--- src/rtl/dds_pkg.sv ---
// Shared definitions for the DDS blocks (dds_pulse and dds_sweep_ctrl).
package dds_pkg;

  localparam int DDS_ACC_W   = 32;
  localparam int DDS_DWELL_W = 16;

  typedef enum logic [2:0] {
    ST_IDLE,
    ST_DWELL,
    ST_STEP,
    ST_DOWN,
    ST_FINISH
  } sweep_state_t;

endpackage

--- src/rtl/dds_sweep_ctrl_if.sv ---
// Control/status bundle between a sweep requester and dds_sweep_ctrl.
interface dds_sweep_ctrl_if
  import dds_pkg::*;
#(
  parameter int ACC_W   = DDS_ACC_W,
  parameter int DWELL_W = DDS_DWELL_W
);

  logic               start;
  logic               abort;
  logic [ACC_W-1:0]   f_start;
  logic [ACC_W-1:0]   f_stop;
  logic [ACC_W-1:0]   f_step;
  logic [DWELL_W-1:0] dwell;
  logic [ACC_W-1:0]   phase_in;
  logic [ACC_W-1:0]   freq_ctrl_f;
  logic [ACC_W-1:0]   freq_ctrl_p;
  logic               busy;
  logic               step_stb;
  logic               done;

  modport master (
    output start, abort, f_start, f_stop, f_step, dwell, phase_in,
    input  freq_ctrl_f, freq_ctrl_p, busy, step_stb, done
  );

  modport slave (
    input  start, abort, f_start, f_stop, f_step, dwell, phase_in,
    output freq_ctrl_f, freq_ctrl_p, busy, step_stb, done
  );

endinterface

--- src/rtl/dds_dwell_timer.sv ---
// Loadable down-counter: after a load of D, expire is high in the max(D,1)-th cycle.
module dds_dwell_timer #(
  parameter int DWELL_W = 16
) (
  input  logic               clk,
  input  logic               reset,
  input  logic               load,
  input  logic [DWELL_W-1:0] dwell,
  output logic               expire
);

  logic [DWELL_W-1:0] r_cnt;

  // NOTE: clocked state is written with <= so every register samples pre-edge values.
  always_ff @(posedge clk or posedge reset) begin
    if (reset) begin
      r_cnt <= '0;
    end else if (load) begin
      r_cnt <= (dwell == '0) ? '0 : dwell - DWELL_W'(1);
    end else if (r_cnt != '0) begin
      r_cnt <= r_cnt - DWELL_W'(1);
    end
  end

  assign expire = (r_cnt == '0);

endmodule

--- src/rtl/dds_sweep_ctrl.sv ---
// Stepped frequency-sweep sequencer feeding dds_pulse freq/phase words.
// Define DDS_SWEEP_BIDIR_EN to build the triangle (up then down) sweep.
module dds_sweep_ctrl
  import dds_pkg::*;
#(
  parameter int ACC_W   = DDS_ACC_W,
  parameter int DWELL_W = DDS_DWELL_W
) (
  input  logic            clk,
  input  logic            reset,
  dds_sweep_ctrl_if.slave bus
);

  sweep_state_t       r_state, w_state_nxt;
  logic [ACC_W-1:0]   r_freq_f, w_freq_f_nxt;
  logic [ACC_W-1:0]   r_freq_p, w_freq_p_nxt;
  logic               r_busy, w_busy_nxt;
  logic               r_step_stb, w_step_nxt;
  logic               r_done, w_done_nxt;
  logic [ACC_W-1:0]   r_f_stop, r_f_step;
  logic [DWELL_W-1:0] r_dwell, w_timer_dwell;
  logic               w_accept, w_load, w_expire, w_at_stop;
  logic [ACC_W:0]     w_up_sum;
  logic [ACC_W-1:0]   w_up_next;
`ifdef DDS_SWEEP_BIDIR_EN
  logic [ACC_W-1:0]   r_f_start, w_down_next;
  logic [ACC_W:0]     w_down_diff;
`endif

  assign w_accept      = (r_state == ST_IDLE) && bus.start && !bus.abort;
  assign w_timer_dwell = w_accept ? bus.dwell : r_dwell;
  assign w_at_stop     = (r_freq_f >= r_f_stop);

  // Extra bit catches carry out; a zero step jumps straight to the stop word.
  assign w_up_sum  = {1'b0, r_freq_f} + {1'b0, r_f_step};
  assign w_up_next = ((r_f_step == '0) || (w_up_sum > {1'b0, r_f_stop}))
                   ? r_f_stop : w_up_sum[ACC_W-1:0];

`ifdef DDS_SWEEP_BIDIR_EN
  assign w_down_diff = {1'b0, r_freq_f} - {1'b0, r_f_step};
  assign w_down_next = ((r_f_step == '0) || w_down_diff[ACC_W] ||
                        (w_down_diff[ACC_W-1:0] < r_f_start))
                     ? r_f_start : w_down_diff[ACC_W-1:0];
`endif

  dds_dwell_timer #(.DWELL_W(DWELL_W)) u_timer (
    .clk    (clk),
    .reset  (reset),
    .load   (w_load),
    .dwell  (w_timer_dwell),
    .expire (w_expire)
  );

  always_comb begin
    // NOTE: every signal gets a default first so no path can infer a latch.
    w_state_nxt  = r_state;
    w_freq_f_nxt = r_freq_f;
    w_freq_p_nxt = r_freq_p;
    w_busy_nxt   = r_busy;
    w_step_nxt   = 1'b0;
    w_done_nxt   = 1'b0;
    w_load       = 1'b0;
    unique case (r_state)
      ST_IDLE: begin
        if (w_accept) begin
          w_state_nxt  = ST_DWELL;
          w_freq_f_nxt = bus.f_start;
          w_freq_p_nxt = bus.phase_in;
          w_busy_nxt   = 1'b1;
          w_step_nxt   = 1'b1;
          w_load       = 1'b1;
        end
      end
      ST_DWELL, ST_STEP: begin
        w_state_nxt = ST_DWELL;
        if (w_expire) begin
          if (!w_at_stop) begin
            w_state_nxt  = ST_STEP;
            w_freq_f_nxt = w_up_next;
            w_step_nxt   = 1'b1;
            w_load       = 1'b1;
`ifdef DDS_SWEEP_BIDIR_EN
          end else if (r_freq_f > r_f_start) begin
            w_state_nxt  = ST_DOWN;
            w_freq_f_nxt = w_down_next;
            w_step_nxt   = 1'b1;
            w_load       = 1'b1;
`endif
          end else begin
            w_state_nxt = ST_FINISH;
            w_busy_nxt  = 1'b0;
            w_done_nxt  = 1'b1;
          end
        end
      end
`ifdef DDS_SWEEP_BIDIR_EN
      ST_DOWN: begin
        if (w_expire) begin
          if (r_freq_f <= r_f_start) begin
            w_state_nxt = ST_FINISH;
            w_busy_nxt  = 1'b0;
            w_done_nxt  = 1'b1;
          end else begin
            w_freq_f_nxt = w_down_next;
            w_step_nxt   = 1'b1;
            w_load       = 1'b1;
          end
        end
      end
`endif
      ST_FINISH: w_state_nxt = ST_IDLE;
      default:   w_state_nxt = ST_IDLE;
    endcase

    // Abort overrides everything; output words simply hold.
    if ((r_state != ST_IDLE) && bus.abort) begin
      w_state_nxt  = ST_IDLE;
      w_freq_f_nxt = r_freq_f;
      w_busy_nxt   = 1'b0;
      w_step_nxt   = 1'b0;
      w_done_nxt   = 1'b0;
      w_load       = 1'b0;
    end
  end

  always_ff @(posedge clk or posedge reset) begin
    if (reset) begin
      r_state    <= ST_IDLE;
      r_freq_f   <= '0;
      r_freq_p   <= '0;
      r_busy     <= 1'b0;
      r_step_stb <= 1'b0;
      r_done     <= 1'b0;
    end else begin
      r_state    <= w_state_nxt;
      r_freq_f   <= w_freq_f_nxt;
      r_freq_p   <= w_freq_p_nxt;
      r_busy     <= w_busy_nxt;
      r_step_stb <= w_step_nxt;
      r_done     <= w_done_nxt;
    end
  end

  // Shadow copies isolate a running sweep from input changes.
  always_ff @(posedge clk or posedge reset) begin
    if (reset) begin
      r_f_stop  <= '0;
      r_f_step  <= '0;
      r_dwell   <= '0;
`ifdef DDS_SWEEP_BIDIR_EN
      r_f_start <= '0;
`endif
    end else if (w_accept) begin
      r_f_stop  <= bus.f_stop;
      r_f_step  <= bus.f_step;
      r_dwell   <= bus.dwell;
`ifdef DDS_SWEEP_BIDIR_EN
      r_f_start <= bus.f_start;
`endif
    end
  end

  assign bus.freq_ctrl_f = r_freq_f;
  assign bus.freq_ctrl_p = r_freq_p;
  assign bus.busy        = r_busy;
  assign bus.step_stb    = r_step_stb;
  assign bus.done        = r_done;

endmodule

--- src/flat_wrapper.sv ---
// flat-port wrapper written by rule: the top's interface ports become plain ports
module dds_sweep_ctrl_flat import dds_pkg::*;
#(
  parameter int ACC_W   = DDS_ACC_W,
  parameter int DWELL_W = DDS_DWELL_W
)
  (clk, reset, bus_start, bus_abort, bus_f_start, bus_f_stop, bus_f_step, bus_dwell, bus_phase_in, bus_freq_ctrl_f, bus_freq_ctrl_p, bus_busy, bus_step_stb, bus_done);
  dds_sweep_ctrl_if #(.ACC_W(ACC_W), .DWELL_W(DWELL_W)) bus_i ();
  input  logic clk;
  input  logic reset;
  input wire logic [$bits(bus_i.start)-1:0] bus_start;
  input wire logic [$bits(bus_i.abort)-1:0] bus_abort;
  input wire logic [$bits(bus_i.f_start)-1:0] bus_f_start;
  input wire logic [$bits(bus_i.f_stop)-1:0] bus_f_stop;
  input wire logic [$bits(bus_i.f_step)-1:0] bus_f_step;
  input wire logic [$bits(bus_i.dwell)-1:0] bus_dwell;
  input wire logic [$bits(bus_i.phase_in)-1:0] bus_phase_in;
  output wire logic [$bits(bus_i.freq_ctrl_f)-1:0] bus_freq_ctrl_f;
  output wire logic [$bits(bus_i.freq_ctrl_p)-1:0] bus_freq_ctrl_p;
  output wire logic [$bits(bus_i.busy)-1:0] bus_busy;
  output wire logic [$bits(bus_i.step_stb)-1:0] bus_step_stb;
  output wire logic [$bits(bus_i.done)-1:0] bus_done;
  assign bus_i.start = bus_start;
  assign bus_i.abort = bus_abort;
  assign bus_i.f_start = bus_f_start;
  assign bus_i.f_stop = bus_f_stop;
  assign bus_i.f_step = bus_f_step;
  assign bus_i.dwell = bus_dwell;
  assign bus_i.phase_in = bus_phase_in;
  assign bus_freq_ctrl_f = bus_i.freq_ctrl_f;
  assign bus_freq_ctrl_p = bus_i.freq_ctrl_p;
  assign bus_busy = bus_i.busy;
  assign bus_step_stb = bus_i.step_stb;
  assign bus_done = bus_i.done;
  dds_sweep_ctrl #(.ACC_W(ACC_W), .DWELL_W(DWELL_W)) u_core (.clk(clk), .reset(reset), .bus(bus_i));
endmodule
--- config.mk ---
export PLATFORM = sky130hd
export DESIGN_NAME = dds_sweep_ctrl_flat
export DESIGN_NICKNAME = d
export VERILOG_FILES = /design/src/rtl/dds_pkg.sv /design/src/rtl/dds_sweep_ctrl_if.sv /design/src/rtl/dds_dwell_timer.sv /design/src/rtl/dds_sweep_ctrl.sv /design/src/flat_wrapper.sv
export SDC_FILE = /design/constraint.sdc
export NUM_CORES = 1
export LEC_CHECK = 0
export CORE_MARGIN = 2
export CORE_UTILIZATION = 48
export DETAILED_ROUTE_END_ITERATION = 6
export GPL_ROUTABILITY_DRIVEN = 1
export PLACE_DENSITY = 0.86
export RECOVER_POWER = 100
export SYNTH_ARGS = -nofsm -noshare
export SYNTH_HDL_FRONTEND = slang
export SYNTH_SLANG_ARGS = --single-unit
--- constraint.sdc ---
create_clock -name clk -period 4.8 [get_ports clk]
set_clock_uncertainty 0.15 [all_clocks]
set_input_delay 0.48 -clock clk [delete_from_list [all_inputs] [get_ports clk]]
set_output_delay 0.48 -clock clk [all_outputs]
set_load 0.02 [all_outputs]
## Word-level counts from Yosys, hierarchy flattened

Cells that the tools add are included.

| storage, ports and cells | value |
|---|---|
| register bits | 166 |
| logic and storage cells | 70 |

| cells by class | value |
|---|---|
| $add $sub $neg | 3 |
| $lt $le $gt $ge | 2 |
| equality and inequality tests | 8 |
| mux-type cells | 28 |
| bitwise operators | 1 |
| reduce and logical (&&, ||, !) cells | 18 |

Operators with widths:

| kind | count |
|---|---|
| two-way mux 32 bit | 4 |
| two-way mux 16 bit | 4 |
| one-hot mux 32 bit (2 select lines) | 1 |
| adder 32 x 32 -> 33 bit | 1 |
| > comparator 33 x 32 -> 1 bit | 1 |
| greater-or-equal comparator 32 bit | 1 |
| zero test 16 bit | 2 |
| zero test 32 bit | 1 |
| subtractor 16 x 1 -> 16 bit (second input constant) | 2 |
| nonzero test 16 bit | 1 |
| two-way mux 1 bit | 12 |
| two-way mux 3 bit | 4 |
| inequality test 3 x 2 -> 1 bit (second input constant) | 2 |
| one-hot mux 3 bit (2 select lines) | 1 |
| nonzero test 3 bit | 2 |
| AND reduction 5 bit | 1 |
| inequality test 2 bit (second input constant) | 2 |
| one-hot mux 1 bit (2 select lines) | 2 |
| AND reduction 4 bit | 1 |
| nonzero test 2 bit | 2 |
| equality test 3 x 1 -> 1 bit (second input constant) | 1 |
| equality test 3 x 2 -> 1 bit (second input constant) | 1 |
| logical AND 1 bit | 3 |
| zero test 3 bit | 1 |
| 7 further kinds | 7 |

## Longest topological paths before layout

Gate-level depths: netlist of run 1.

| depth | value |
|---|---|
| word-level depth | 7 |
| mapped depth | 20 |
| depth with buffers taken out | 19 |

## Hierarchy

From an unflattened synthesis of run 1, not the netlist that was laid out.

| second synthesis, totals | value |
|---|---|
| cells, all modules | 1005 |
| area total of the unflattened synthesis | 10520.1 µm² |

By module, submodules not included:

| module | instances | cells an instance | area an instance (µm²) |
|---|---|---|---|
| dds_sweep_ctrl | 1 | 870 | 9301.4 |
| dds_dwell_timer | 1 | 135 | 1218.7 |

## Least setup slack after synthesis of run 1

Ideal clock, no wire load.

| path | value |
|---|---|
| kind | reg2reg |
| from | register u_core.r_freq_f[0], in the netlist u_core.bus.freq_ctrl_f[0] |
| to | register u_core.r_freq_f[0], in the netlist u_core.bus.freq_ctrl_f[0] |
| data arrival time | 4.969 ns |
| path slack | -0.396 ns |
| cell stages (with the launch flop) | 21 |
| buffers on the path | 1 |
| period minus slack after synthesis | 5.196 ns |
| cell sequence | dfrtp_1 > ha_1 > fa_1 > a211oi_1 > o21ai_0 > o31ai_1 > o21ai_0 > a31oi_1 > o21bai_1 > xor2_1 > ha_1 > a21o_1 > a211o_1 > a221oi_1 > o21ai_0 > o21ai_0 > nand3_1 > clkbuf_1 > mux2i_1 > a211o_1 > o21ai_1 |

| on the way | value |
|---|---|
| word-level cells in the longest chain between the ends | 7 |

Ends and longest elaborated chain:

| element | RTL line | source |
|---|---|---|
| start, declared | dds_sweep_ctrl.sv:15 | `logic [ACC_W-1:0] r_freq_f, w_freq_f_nxt;` |
| start signal, assigned | dds_sweep_ctrl.sv:136 | `r_freq_f <= w_freq_f_nxt;` |
| adder 32 x 32 -> 33 bit | dds_sweep_ctrl.sv:35 | `assign w_up_sum = {1'b0, r_freq_f} + {1'b0, r_f_step};` |
| > comparator 33 x 32 -> 1 bit | dds_sweep_ctrl.sv:36 | `assign w_up_next = ((r_f_step == '0) \|\| (w_up_sum > {1'b0, r_f_stop}))` |
| logical OR 1 bit | dds_sweep_ctrl.sv:36 |  |
| two-way mux 32 bit | dds_sweep_ctrl.sv:37 | `? r_f_stop : w_up_sum[ACC_W-1:0];` |
| two-way mux 32 bit | dds_sweep_ctrl.sv:77 | `if (!w_at_stop) begin` |
| two-way mux 32 bit | dds_sweep_ctrl.sv:76 | `if (w_expire) begin` |
| one-hot mux 32 bit (2 select lines) | dds_sweep_ctrl.sv:63 | `unique case (r_state)` |

Parallel ways exist; a longest one is shown, timed or not. The select of a mux whose other input is x is not followed.
A chain may end at the register's enable or synchronous reset.

## Worst setup path after layout of run 1

| path | value |
|---|---|
| from | register u_core.r_f_step[22] |
| to | register u_core.r_freq_f[15], in the netlist u_core.bus.freq_ctrl_f[15] |

| on the way | value |
|---|---|
| word-level cells in the longest chain between the ends | 7 |

Ends and longest elaborated chain:

| element | RTL line | source |
|---|---|---|
| start, declared | dds_sweep_ctrl.sv:20 | `logic [ACC_W-1:0] r_f_stop, r_f_step;` |
| start signal, assigned | dds_sweep_ctrl.sv:155 | `r_f_step <= bus.f_step;` |
| adder 32 x 32 -> 33 bit | dds_sweep_ctrl.sv:35 |  |
| > comparator 33 x 32 -> 1 bit | dds_sweep_ctrl.sv:36 |  |
| logical OR 1 bit * | dds_sweep_ctrl.sv:36 |  |
| two-way mux 32 bit * | dds_sweep_ctrl.sv:37 |  |
| two-way mux 32 bit * | dds_sweep_ctrl.sv:77 |  |
| two-way mux 32 bit * | dds_sweep_ctrl.sv:76 |  |
| one-hot mux 32 bit (2 select lines) * | dds_sweep_ctrl.sv:63 |  |

Every way passes the cells marked *; elsewhere a longest branch is shown, timed or not. The select of a mux whose other input is x is not followed.

==> results of run 1 <==
==> per-layer routing <==
metal | GRT usage | wire length, um
met1 | 0.355 | 13400
met2 | 0.458 | 15800
met3 | 0.0720 | 2760
met4 | 0.145 | 1660
met5 | 0 | 13
==> per-stage QoR <==
stage,utilization,cells,TNS (ns),worst slack [ns],cell area [um^2]
final,0.660,1800,-0.446,-0.0751,14400
after global routing,0.660,1800,-6.91,-0.293,14400
after CTS,0.652,1793,0,0.00274,14200
after detailed placement,0.618,1751,-3.50,-0.220,13500
after global placement,0.618,1751,-0.0112,-0.0112,13500
after floorplan,-,1237,0,0.0258,10700
==> placed cells by master (no fill, tap or decap), types with 8 or more instances in the layout <==
cell	instances
a211oi_2	15
nor3_1	19
xnor2_1	31
dfrtp_1	166
clkbuf_16	17
or3_1	12
nand3_1	14
a31oi_1	9
o211ai_1	9
o21a_1	8
o31ai_1	8
nor2_1	64
clkdlybuf4s50_1	146
o22ai_1	10
ha_1	97
dlygate4sd3_1	68
buf_4	74
inv_1	50
nor4_1	14
nand4_1	13
xor2_1	16
a21oi_1	63
a21o_1	38
nand2_1	315
o21ai_0	70
a211oi_1	14
mux2i_1	27
and3_1	8
==> report_power, final <==
part / leakage [nW] / switching, mW / internal [mW]
Sequential: 2.04 / 0.268 / 1.73
Clock: 0.282 / 0.681 / 0.700
Combinational: 4.51 / 2.75 / 2.27
==> kinds of logic (layout without fill, tap and decap cells) <==
family	count (synthesis)	count (layout)	synth area share
buf+inv	102	385	0.0403
simple gates	491	491	0.198
flops	166	166	0.390
xor+xnor	48	48	0.0395
compound gates	299	299	0.185
fa+ha+maj	99	99	0.117
mux	32	32	0.0301
==> what timing repair did <==
| action | 4_1_cts | 5_1_grt |
|---|---|---|
| setup endpoints to repair | 31 | 32 |
| endpoints found under the hold margin | 0 | 0 |
| resized for setup | 20 | 34 |
| pin swaps | 16 | 24 |
| gates cloned | 1 | 0 |
| buffers inserted | 9 | 7 |
==> worst max-delay path, cell delays in order (launching register included) <==
cell       delay (ns)
dfrtp_1          0.41
ha_1             0.32
a21oi_1          0.19
o21ai_0          0.17
a2111oi_1        0.49
o31ai_1          0.20
or3b_2           0.48
o221ai_2         0.19
xnor2_1          0.17
ha_1             0.29
a211o_1          0.29
a221oi_2         0.16
o21ai_1          0.11
o21ai_2          0.17
nand3_2          0.11
buf_6            0.15
buf_12           0.14
buf_4            0.13
mux2i_1          0.16
a211oi_2         0.09
a21o_1           0.19
==> sequential cells by signal (all words and copies together), names as in the netlist <==
register,cells
u_core.r_dwell,16
u_core.r_f_stop,32
u_core.u_timer.r_cnt,16
u_core.bus.busy,1
u_core.bus.freq_ctrl_p,32
u_core.bus.freq_ctrl_f,32
u_core.r_f_step,32
u_core.r_state,3
u_core.bus.done,1
u_core.bus.step_stb,1
==> final timing paths <==
path	from	endpoint	slack, ns	depth (start not counted)
worst max-delay path	u_core.r_f_step[22]	u_core.bus.freq_ctrl_f[15]	-0.08	20
worst min-delay path	u_core.bus.freq_ctrl_p[14]	u_core.bus.freq_ctrl_p[14]	0.32	2
worst max register to register	u_core.r_f_step[22]	u_core.bus.freq_ctrl_f[15]	-0.08	20
worst min register to register	u_core.bus.freq_ctrl_p[14]	u_core.bus.freq_ctrl_p[14]	0.32	2
max in group asynchronous	reset	u_core.r_f_stop[20]	0.85	4
min in group asynchronous	reset	u_core.bus.freq_ctrl_p[15]	1.02	3
==> cell type report <==
cell class,instances,share of cell area
well taps,280,0.0243
multi-input cells,969,0.435
clock buffers,18,0.0298
flip-flops and latches,166,0.288
repair buffers,300,0.197
inverters,53,0.0147
clock inverters,14,0.0102
==> impl_metrics.ini, run 1 <==
[clocking]
cts_tree = yes
htreeDepth = 4
path_clk_slew_ns = 0.07
cts_buffers = 17
ctsHoldBuffers = 0
clkLatencyLatePin_ns = 0.44
cts.sinks = 166
cts_buffer_depth = 2
clockRootBuffer = clkbuf_16

[setup_path]
start_kind = register
crit_type = register to register
worstPathRequired_ns = 4.98
path_max_fanout = 7
arrival_ns = 5.05
cp-end-kind = register

[placed_design]
gp_congestion = 0.919
dpl.hpwl_mm = 24.2
port_buffers = 214

[yosys]
netlist_top_cells_area = dfrtp_1 (39%), ha_1 (12%), nand2_1 (11%)
synthCells = 1237
synth_flop_cell = dfrtp_1
synth_commonest_cells = nand2_1 (315), dfrtp_1 (166), ha_1 (98)
ys_seq_elements = 166
synth_cell_types = 65
syn_area_mm2 = 0.0106
synth-edff-count = 0
avgSynthCellArea_um2 = 8.60
yosys.area.top_type = dfrtp_1
yosysMostFrequentCell = nand2_1
yosys_warnings = 0
synth_nets = 1484
synth_top_area_share = 0.390
synthArstFlopShare = 1.00
seq_area_frac_synth = 0.390

[layout]
fillers = 1713
multi_input_area_mm2 = 0.00627
final_nets = 1754
area_growth_pct = 35.3
num_antenna_cells = 0
register_area_mm2 = 0.00415
drive_gt1_frac = 0.114

[worst_hold_path]
hold_class = register to register

[detailed_routing]
vias = 10409
ant_nets = 0
viasPerCell = 5.78
wirelength_mm = 33.6
drc = 0
wl_per_cell_um = 18.7
first_pass_iters = 5
drt_iter0_markers = 958

[timing]
fmax_mhz = 205
rsz0062_at_grt = true
setup_viol = 17
worst_pin_slew_ns = 2.27
hold_violations = 0
whs_ns = 0.321
fin_ws_ns = -0.0751
timing.final.crit_share = 1.02
period_minus_slack_ns = 4.88
relSlewSlack = -0.511
slew_viol_final = 116

[grt]
grt_max_degree = 150
grt_pass1_wl_mm = 53.5
grt_use_total = 0.284
antenna_found_initial = 1
grt-ovfl-total = 0
grt_pass1_vias = 10479

[die]
fp.dieH_um = 153
core_area_mm2 = 0.0218
initial_core_util = 0.488
rows = 54
die_w_um = 153
io_pins = 215
die_area_mm2 = 0.0234

[power]
p_total_mw = 8.41
leakagePower_nw = 6.84
power_density_mw_per_mm2 = 584
ir_worst_vdd_mv = 0.377

[status]
status = complete, but fails checks
violations = capacitance limit, slew limit, setup timing

[job]
cap_violations = 2
Note: power is estimated with default switching activity, not from simulation.
==> run 2, diff against run 1 <==
--- a/config.mk
+++ b/config.mk
@@ -5,12 +5,14 @@
 export SDC_FILE = /design/constraint.sdc
 export NUM_CORES = 1
 export LEC_CHECK = 0
+export ABC_CLOCK_PERIOD_IN_PS = 4800
 export CORE_MARGIN = 2
-export CORE_UTILIZATION = 48
+export CORE_UTILIZATION = 47
 export DETAILED_ROUTE_END_ITERATION = 6
 export GPL_ROUTABILITY_DRIVEN = 1
-export PLACE_DENSITY = 0.86
+export PLACE_DENSITY = 0.77
 export RECOVER_POWER = 100
 export SYNTH_ARGS = -nofsm -noshare
 export SYNTH_HDL_FRONTEND = slang
+export SYNTH_HIERARCHICAL = 1
 export SYNTH_SLANG_ARGS = --single-unit
==> run 2 against run 1 <==
The flow finishes with violations (capacitance limit, slew limit). Utilization shrank 3.0 points. Global-route usage shrank 3.6 points. Worst setup slack gained 0.27 ns.
==> impl_metrics.ini, run 2 <==
[clocking]
cts.sinks = 166
path_clk_slew_ns = 0.07
ctsHoldBuffers = 0
cts_buffer_depth = 2
cts_tree = yes
cts_buffers = 17
htreeDepth = 4
clkLatencyLatePin_ns = 0.44
clockRootBuffer = clkbuf_16

[yosys]
yosys.area.top_type = dfrtp_1
synth_cell_types = 75
synth_nets = 1253
syn_area_mm2 = 0.0105
yosysMostFrequentCell = dfrtp_1
synth_flop_cell = dfrtp_1
synthArstFlopShare = 1.00
avgSynthCellArea_um2 = 10.5
synth_top_area_share = 0.395
synth_commonest_cells = dfrtp_1 (166), ha_1 (99), nor2_1 (92)
synthCells = 1005
netlist_top_cells_area = dfrtp_1 (39%), ha_1 (12%), mux2_2 (9.4%)
synth-edff-count = 0
ys_seq_elements = 166
seq_area_frac_synth = 0.395
yosys_warnings = 6

[timing]
relSlewSlack = -0.349
fmax_mhz = 217
hold_violations = 0
setup_viol = 0
timing.final.crit_share = 0.959
fin_setup_tns_ns = 0
worst_pin_slew_ns = 2.02
period_minus_slack_ns = 4.61
slew_viol_final = 122

[status]
status = complete, but fails checks
violations = capacitance limit, slew limit

[setup_path]
worstPathRequired_ns = 4.98
arrival_ns = 4.79
r2r_cells = 20
crit_type = register to register
reg2reg_to = u_core/bus.freq_ctrl_f[28]
cp-end-kind = register
r2r_start = u_core/bus.freq_ctrl_f[0]
path_max_fanout = 17
start_kind = register
rrSetupSlack_ns = 0.19

[worst_hold_path]
min_path_cells = 1
holdPathEnd = u_core/bus.freq_ctrl_p[17]
hold_start = u_core/bus.freq_ctrl_p[17]
hold_class = register to register

[die]
rows = 54
io_pins = 215
core_area_mm2 = 0.0219
fp.dieH_um = 154
initial_core_util = 0.481
die_w_um = 154
die_area_mm2 = 0.0236

[detailed_routing]
first_pass_iters = 5
viasPerCell = 5.79
ant_nets = 0
wl_per_cell_um = 19.2
drc = 0
wirelength_mm = 29.2
vias = 8807
drt_iter0_markers = 547

[layout]
area_growth_pct = 31.0
fillers = 1808
multi_input_area_mm2 = 0.00616
drive_gt1_frac = 0.140
layout_commonest_cell = dfrtp_1
register_area_mm2 = 0.00415
final_nets = 1476
final_cell_mix = dfrtp_1 (166), clkdlybuf4s50_1 (146), ha_1 (98)

[grt]
antenna_found_initial = 2
grt_pass1_wl_mm = 47.2
grt_max_degree = 92
grt_pass1_vias = 9038
grt_use_total = 0.248
grt-ovfl-total = 0

[placed_design]
dpl.hpwl_mm = 21.9
port_buffers = 214
gp_congestion = 0.923

[job]
cap_violations = 2
==> run 2: critical path, cell delays in order (launching register included) <==
cell,delay (ns)
dfrtp_1,0.40
ha_1,0.26
fa_2,0.40
a211oi_2,0.22
o21ai_2,0.12
o2111ai_2,0.22
a21oi_2,0.10
o2111a_2,0.31
a21boi_2,0.17
xnor2_1,0.17
ha_1,0.30
nand4_1,0.16
nor4_4,0.08
a221oi_1,0.28
o21a_1,0.19
nor2_1,0.06
o21ai_2,0.19
nand2_4,0.09
buf_12,0.17
mux2i_4,0.19
a221oi_1,0.27
==> run 2: stage by stage <==
| step | std cells | hold WS (ns) | utilization | instance area (um^2) | worst slack, ns |
|---|---|---|---|---|---|
| after floorplan | 1005 | 0.244 | - | 10500 | 0.0936 |
| after global placement | 1486 | 0.323 | 0.595 | 13000 | 0.0110 |
| after detailed placement | 1486 | 0.332 | 0.595 | 13000 | -0.119 |
| after CTS | 1517 | 0.347 | 0.623 | 13600 | 0.0213 |
| after global routing | 1520 | 0.356 | 0.629 | 13800 | -0.0129 |
| final | 1521 | 0.335 | 0.629 | 13800 | 0.195 |
==> run 2: cells by family (layout without fill, tap and decap cells) <==
| kind of cell | after synthesis | after routing | share of synthesized area |
|---|---|---|---|
| simple gates | 241 | 241 | 0.113 |
| compound gates | 211 | 211 | 0.139 |
| flops | 166 | 166 | 0.395 |
| fa+ha+maj | 100 | 100 | 0.120 |
| xor+xnor | 51 | 51 | 0.0425 |
| mux | 150 | 150 | 0.157 |
| buf+inv | 86 | 321 | 0.0348 |
| other cells | 0 | 1 | 0 |
==> run 2: worst max path at each step <==
stage                                         start                         end  slack [ns]  cells after the start
final                     u_core/bus.freq_ctrl_f[0]  u_core/bus.freq_ctrl_f[28]        0.19                     20
after detailed placement  u_core/bus.freq_ctrl_f[0]  u_core/bus.freq_ctrl_f[11]       -0.12                     20
after CTS                 u_core/bus.freq_ctrl_f[0]  u_core/bus.freq_ctrl_f[14]        0.02                     20
after floorplan             u_core/u_timer/r_cnt[6]    u_core/u_timer/r_cnt[12]        0.09                     15
after global routing      u_core/bus.freq_ctrl_f[0]  u_core/bus.freq_ctrl_f[28]       -0.01                     20
after global placement    u_core/bus.freq_ctrl_f[0]   u_core/bus.freq_ctrl_f[9]        0.01                     20
==> run 2: timing repair <==
action / in CTS / in global routing
gates cloned: 0 / 0
pin swaps: 0 / 7
setup buffers: 0 / 3
endpoints found under the setup margin: 21 / 39
resized for setup: 2 / 28
==> run 2: layout make-up <==
cell class,instances,area share
clock inverter,12,0.0104
inverter,51,0.0142
antenna,1,0.000182
sequential,166,0.301
multi-input combinational,753,0.447
tap,280,0.0254
timing repair buffer,239,0.169
clock buffer,19,0.0321
==> run 2: routing by layer <==
layer  GRT usage  routed length, um
met1       0.313              12300
met2       0.421              14200
met3      0.0710               2190
met4      0.0612                595
met5           0                 16
Power of run 2 is left out: the tool's default activity adds up to more than one toggle a clock period on the data nets, which glitch-free logic cannot reach.
